`config.mk`:
```
export PLATFORM = sky130hd
export DESIGN_NAME = cache_ctrl
export DESIGN_NICKNAME = d
export VERILOG_FILES = /design/src/rtl/cache_ctrl.sv
export SDC_FILE = /design/constraint.sdc
export NUM_CORES = 1
export LEC_CHECK = 0
export ABC_AREA = 0
export BUFFER_PORTS_ARGS = -buffer_cell sky130_fd_sc_hd__buf_4
export CELL_PAD_IN_SITES_DETAIL_PLACEMENT = 1
export CELL_PAD_IN_SITES_GLOBAL_PLACEMENT = 2
export CORE_MARGIN = 1.5
export CORE_UTILIZATION = 29
export DETAILED_ROUTE_END_ITERATION = 6
export PLACE_DENSITY = 0.95
export RECOVER_POWER = 25
export SYNTH_ARGS = -nofsm -noshare
export SYNTH_HDL_FRONTEND = slang
export SYNTH_SLANG_ARGS = --single-unit
export TNS_END_PERCENT = 10
```
`constraint.sdc`:
```
create_clock -name clk -period 8.4 [get_ports clk]
set_input_delay 0 -clock clk [delete_from_list [all_inputs] [get_ports clk]]
set_output_delay 0 -clock clk [all_outputs]
set_load 0.02 [all_outputs]
```
`src/rtl/cache_ctrl.sv`:
```
// Read-only, set-associative cache controller: tag lookup against an external line store,
// single-outstanding word refill from backing memory, round-robin replacement and invalidate-all flush.
module cache_ctrl #(
    parameter int WAY_COUNT      = 2,
    parameter int SET_COUNT      = 64,
    parameter int WAY_WORD_COUNT = 4,
    localparam int WI  = $clog2(WAY_WORD_COUNT),
    localparam int SI  = $clog2(SET_COUNT),
    localparam int TI  = 30 - WI - SI,
    localparam int WYI = $clog2(WAY_COUNT),
    localparam int LW  = 32 * WAY_WORD_COUNT
) (
    input  logic                    clk,
    input  logic                    reset,
    input  logic                    cpu_req_i,
    input  logic [31:0]             cpu_addr_i,
    output logic                    cpu_gnt_o,
    output logic                    cpu_rvalid_o,
    output logic [31:0]             cpu_rdata_o,
    input  logic                    flush_i,
    output logic                    flush_busy_o,
    output logic                    mem_req_o,
    output logic [31:0]             mem_addr_o,
    input  logic                    mem_gnt_i,
    input  logic                    mem_rvalid_i,
    input  logic [31:0]             mem_rdata_i,
    output logic [SI-1:0]           cm_set_o,
    output logic [WYI-1:0]          cm_way_o,
    output logic                    cm_enable_o,
    output logic                    cm_we_o,
    output logic                    cm_val_we_o,
    output logic                    cm_valid_o,
    output logic [TI-1:0]           cm_tag_o,
    output logic [LW-1:0]           cm_line_o,
    output logic [4*WAY_WORD_COUNT-1:0] cm_be_o,
    input  logic [WAY_COUNT-1:0]    cm_valid_i,
    input  logic [TI*WAY_COUNT-1:0] cm_tag_i,
    input  logic [LW-1:0]           cm_line_i
);

    typedef enum logic [2:0] {
        S_IDLE,
        S_LOOKUP,
        S_DATA,
        S_REFILL,
        S_WRITE,
        S_RESP,
        S_FLUSH
    } state_t;

    state_t           r_state;
    state_t           w_state_next;
    logic [31:2]      r_addr;
    logic             r_pending_flush;
    logic [WI-1:0]    r_word;
    logic             r_wait;
    logic [LW-1:0]    r_buf;
    logic [WYI-1:0]   r_hit_way;
    logic [WYI-1:0]   r_victim;
    logic [WYI-1:0]   r_rr;
    logic [SI+WYI-1:0] r_flush_idx;

    logic             w_hit;
    logic [WYI-1:0]   w_hit_way;
    logic             w_free;
    logic [WYI-1:0]   w_free_way;
    logic [WYI-1:0]   w_victim;
    logic [SI-1:0]    w_req_set;
    logic [SI-1:0]    w_set;
    logic [TI-1:0]    w_tag;
    logic [WI-1:0]    w_word_sel;
    logic             w_unused;

    assign w_req_set  = cpu_addr_i[2+WI +: SI];
    assign w_set      = r_addr[2+WI +: SI];
    assign w_tag      = r_addr[31 -: TI];
    assign w_word_sel = r_addr[2 +: WI];
    assign w_unused   = ^cpu_addr_i[1:0];

    // Loops run from the highest way down so the lowest matching way is the last one assigned.
    always_comb begin
        w_hit      = 1'b0;
        w_hit_way  = '0;
        w_free     = 1'b0;
        w_free_way = '0;
        for (int w = WAY_COUNT - 1; w >= 0; w--) begin
            if (cm_valid_i[w] && (cm_tag_i[w*TI +: TI] == w_tag)) begin
                w_hit     = 1'b1;
                w_hit_way = WYI'(w);
            end
            if (!cm_valid_i[w]) begin
                w_free     = 1'b1;
                w_free_way = WYI'(w);
            end
        end
    end

    assign w_victim = w_free ? w_free_way : r_rr;

    // NOTE: every output and the next state get a default before the case, so no path leaves
    // a signal unassigned and no latch is inferred.
    always_comb begin
        w_state_next = r_state;
        cpu_gnt_o    = 1'b0;
        cpu_rvalid_o = 1'b0;
        cpu_rdata_o  = '0;
        flush_busy_o = 1'b0;
        mem_req_o    = 1'b0;
        mem_addr_o   = '0;
        cm_set_o     = '0;
        cm_way_o     = '0;
        cm_enable_o  = 1'b0;
        cm_we_o      = 1'b0;
        cm_val_we_o  = 1'b0;
        cm_valid_o   = 1'b0;
        cm_tag_o     = '0;
        cm_line_o    = '0;
        cm_be_o      = '0;

        case (r_state)
            S_IDLE: begin
                if (r_pending_flush || flush_i) begin
                    w_state_next = S_FLUSH;
                end else if (cpu_req_i) begin
                    cpu_gnt_o    = 1'b1;
                    cm_enable_o  = 1'b1;
                    cm_set_o     = w_req_set;
                    w_state_next = S_LOOKUP;
                end
            end
            S_LOOKUP: begin
                cm_set_o = w_set;
                if (w_hit) begin
                    cm_enable_o  = 1'b1;
                    cm_way_o     = w_hit_way;
                    w_state_next = S_DATA;
                end else begin
                    w_state_next = S_REFILL;
                end
            end
            S_DATA: begin
                cm_set_o     = w_set;
                cm_way_o     = r_hit_way;
                cpu_rvalid_o = 1'b1;
                cpu_rdata_o  = cm_line_i[{w_word_sel, 5'd0} +: 32];
                w_state_next = S_IDLE;
            end
            S_REFILL: begin
                mem_req_o  = ~r_wait;
                mem_addr_o = {r_addr[31:2+WI], r_word, 2'b00};
                if (r_wait && mem_rvalid_i && (&r_word)) begin
                    w_state_next = S_WRITE;
                end
            end
            S_WRITE: begin
                cm_enable_o  = 1'b1;
                cm_we_o      = 1'b1;
                cm_set_o     = w_set;
                cm_way_o     = r_victim;
                cm_valid_o   = 1'b1;
                cm_tag_o     = w_tag;
                cm_line_o    = r_buf;
                cm_be_o      = '1;
                w_state_next = S_RESP;
            end
            S_RESP: begin
                cpu_rvalid_o = 1'b1;
                cpu_rdata_o  = r_buf[{w_word_sel, 5'd0} +: 32];
                w_state_next = S_IDLE;
            end
            S_FLUSH: begin
                flush_busy_o = 1'b1;
                cm_enable_o  = 1'b1;
                cm_val_we_o  = 1'b1;
                cm_set_o     = r_flush_idx[WYI +: SI];
                cm_way_o     = r_flush_idx[0 +: WYI];
                if (&r_flush_idx) begin
                    w_state_next = S_IDLE;
                end
            end
            default: w_state_next = S_IDLE;
        endcase
    end

    // NOTE: the refill buffer is reset along with the control state, so an abandoned refill
    // never leaves stale words that a later read could observe.
    always_ff @(posedge clk or posedge reset) begin
        if (reset) begin
            r_state         <= S_IDLE;
            r_addr          <= '0;
            r_pending_flush <= 1'b0;
            r_word          <= '0;
            r_wait          <= 1'b0;
            r_buf           <= '0;
            r_hit_way       <= '0;
            r_victim        <= '0;
            r_rr            <= '0;
            r_flush_idx     <= '0;
        end else begin
            r_state <= w_state_next;

            if ((r_state == S_FLUSH) && (w_state_next == S_IDLE)) begin
                r_pending_flush <= 1'b0;
            end else if (flush_i && (r_state != S_FLUSH)) begin
                r_pending_flush <= 1'b1;
            end

            case (r_state)
                S_IDLE: begin
                    if (cpu_gnt_o) begin
                        r_addr <= cpu_addr_i[31:2];
                    end
                end
                S_LOOKUP: begin
                    r_hit_way <= w_hit_way;
                    r_word    <= '0;
                    r_wait    <= 1'b0;
                    if (!w_hit) begin
                        r_victim <= w_victim;
                        // The pointer only moves when it actually chose the victim.
                        if (!w_free) begin
                            r_rr <= r_rr + 1'b1;
                        end
                    end
                end
                S_REFILL: begin
                    if (mem_req_o && mem_gnt_i) begin
                        r_wait <= 1'b1;
                    end else if (r_wait && mem_rvalid_i) begin
                        r_buf[{r_word, 5'd0} +: 32] <= mem_rdata_i;
                        r_wait <= 1'b0;
                        r_word <= r_word + 1'b1;
                    end
                end
                S_FLUSH: begin
                    r_flush_idx <= r_flush_idx + 1'b1;
                    if (&r_flush_idx) begin
                        r_rr <= '0;
                    end
                end
                default: ;
            endcase
        end
    end

endmodule

```
==> impl_metrics.toml <==
[outcome]
outcome = "finished, violations left"
violations = "capacitance limit, slew limit"

[synth]
ys_top_cells_by_count = "371 x nand2_1, 175 x dfrtp_1, 151 x and2_1, 121 x o21ai_0, 64 x mux4_2"
synth_warnings = 0
ys_ff_latch = 175
syn_area_sq_um = 11200
synth.distinct_cells = 55
syn-instance-count = 1254
synth-async-reset-ratio = 1.00
synthMostInstantiatedCell = "nand2_1"
synth_ff_type = "dfrtp_1"
avgSynthCellArea_sq_um = 8.93
synth_largest_area_cell = "dfrtp_1"
yosys-top-cells-area = "dfrtp_1 39%, mux4_2 13%, nand2_1 12%"
synth_top_area_frac = 0.391
synth_enable_flop_cells = 0
yosysSeqAreaShare = 0.391

[drt]
drc_errors = 0
num_vias = 11062
dr.pass1.iters = 4
detailedRoute.firstIterationViolations = 409
totalWireLength_mm = 46.4
vias_per_cell = 4.91
wire_per_inst_microns = 20.6
drtAntennaViolNets = 0

[sta]
finalMaxSlewViolations = 108
whs_ns = 0.0194
tightest_slew_ns = 4.93
rsz0062_at_grt = "false"
finClkSkew_ns = 0.0126
tns_ns = 0
hold_viol_final = 0
layout_min_cycle_time_ns = 4.37
slew-limit-headroom = -2.30
fmax_mhz = 229
period_share = 0.521
setup_viol = 0

[worst_setup_path]
slowest_delay_ns = 2.72
cp-end-kind = "asynchronous set/reset pin"
worstSetupStartpointType = "primary input"
cp_num_buf_inv = 3
critical-path-slowest-cell = "clkinvlp_2"
required_ns = 7.52
cp_max_fo = 107
worstSetupPathType = "in -> async"
crit_chain = "dlygate4sd3_1 > clkbuf_4 > clkinvlp_2"
crit_family = "buffers and inverters"
arrival_ns = 3.50

[clock_network]
clockBufferDepth = 2
postCtsSetupBuffers = 0
path_clk_slew_ns = 0.07
cts_tree = "done"
cts_resized = 0
cts_buffers = 17
hold_buffers = 67
htree_levels = 4
cts-root-buf = "clkbuf_16"
clock_latency_ns = 0.44
cts_sinks = 175

[power]
leakagePower_nw = 7.74
totalPowerFinal_mw = 3.86
ir_drop_uv = 165
p_per_area_nw_per_um2 = 237

[place]
place_congestion = 0.860
port-buffer-count = 484
dp_hpwl_mm = 32.7

[worst_hold_path]
hp-class = "in -> reg"

[global_routing]
grt_pass1_vias = 12020
grt_max_degree = 121
overflow = 0
grt_pass1_wl_mm = 69.5
antenna_found_initial = 0
grt.total_usage = 0.231

[die]
initial_core_util = 0.296
fp.dieArea_sq_um = 39800
rows = 71
die_w_microns = 199
core-area_sq_um = 37800
io_pins = 489
die_h_microns = 199

[final_layout]
drive_gt1_frac = 0.352
diodes = 0
nets = 1979
areaGrowthSynthToFinish_pct = 45.4
utilization = 0.430

[flow_run]
cap_viol_max_count = 1
-- tightest hold or removal path: cells and delay by family --
kind / cells / cell delay, ns
compound gates: 3 / 0.30
buf+inv: 1 / 0.10
-- logic make-up (layout without fill, tap and decap cells) --
family,after synthesis,after routing,share of synthesized area
XOR/XNOR,50,50,0.0391
AO/OA/AOI/OAI,154,154,0.0725
flip-flops,175,175,0.391
other,1,2,0.000335
buffers and inverters,120,606,0.0559
adder cells (fa/ha/maj),7,7,0.00782
multiplexers,98,98,0.159
AND/OR/NAND/NOR,649,649,0.274
-- metal layers --
layer	share of wire	global-route usage	wire, microns
met5	0	0	0
met4	0.029	0.0813	1350
met3	0.053	0.0437	2440
met2	0.51	0.411	23600
met1	0.41	0.277	19000
-- cell type report --
type	count	area, sq um
Fill cell	4477	21600
Multi-Input combinational cell	960	6230
Timing Repair Buffer	566	4420
Sequential cell	175	4380
Tap cell	511	639
Clock buffer	19	443
Clock inverter	13	128
Inverter	8	31.3
-- cell usage in the layout, fill, tap and decap left out, types with 2 or more instances in the layout --
cell type	synthesis	routed
nor2_1	39	39
o21ai_1	15	15
clkbuf_16	0	17
nand2b_1	2	2
buf_4	22	498
nor3b_2	1	3
o31ai_1	2	2
nor4_1	2	2
nand3_1	13	13
mux4_2	64	64
nand2_1	371	371
dfrtp_1	175	173
nor2b_1	2	2
and3_1	33	33
dlygate4sd3_1	0	67
nand4_1	14	14
mux2i_1	33	33
xnor2_1	49	49
and2_1	151	151
o21ai_0	121	121
nand2_4	3	4
clkinv_4	0	4
a21oi_1	4	4
clkinvlp_4	0	3
ha_1	7	7
nor3_1	5	4
inv_1	8	7
inv_6	0	4
conb_1	1	2
-- final timing paths --
kind	cells past startpoint	end	start	slack, ns
max	3	r_addr[2]$_DFFE_PP0P_	reset	4.03
min	4	r_rr$_DFFE_PP0P_	cm_valid_i[0]	0.02
max reg2reg	6	r_buf[73]$_DFFE_PP0P_	r_state[0]$_DFF_PP0_	5.08
min reg2reg	2	r_hit_way$_DFFE_PP0P_	r_hit_way$_DFFE_PP0P_	0.49
max in group clk	7	cpu_rdata_o[1]	r_state[2]$_DFF_PP0_	5.01
min in group asynchronous	3	r_buf[1]$_DFFE_PP0P_	reset	1.63
-- power by group --
group	internal [mW]	switching [mW]
Combinational	0.784	1.09
Clock	0.422	0.375
Sequential	0.952	0.232
Total	2.16	1.70
-- metrics by stage --
step	worst slack (ns)	std cells	instance area [sq um]
after floorplan	3.65	1255	11200
after global placement	5.25	2153	15000
after detailed placement	5.14	2153	15000
after CTS	4.92	2252	16300
after global routing	3.11	2252	16300
final	4.03	2252	16300
-- flip-flops by register name, summed over array words and instances, names as in the netlist --
name,flops
r_pending_flush,1
r_addr,30
r_state,3
r_victim,1
r_buf,128
r_word,2
r_flush_idx,7
r_wait,1
r_rr,1
r_hit_way,1
(Power assumes the default switching activity.)
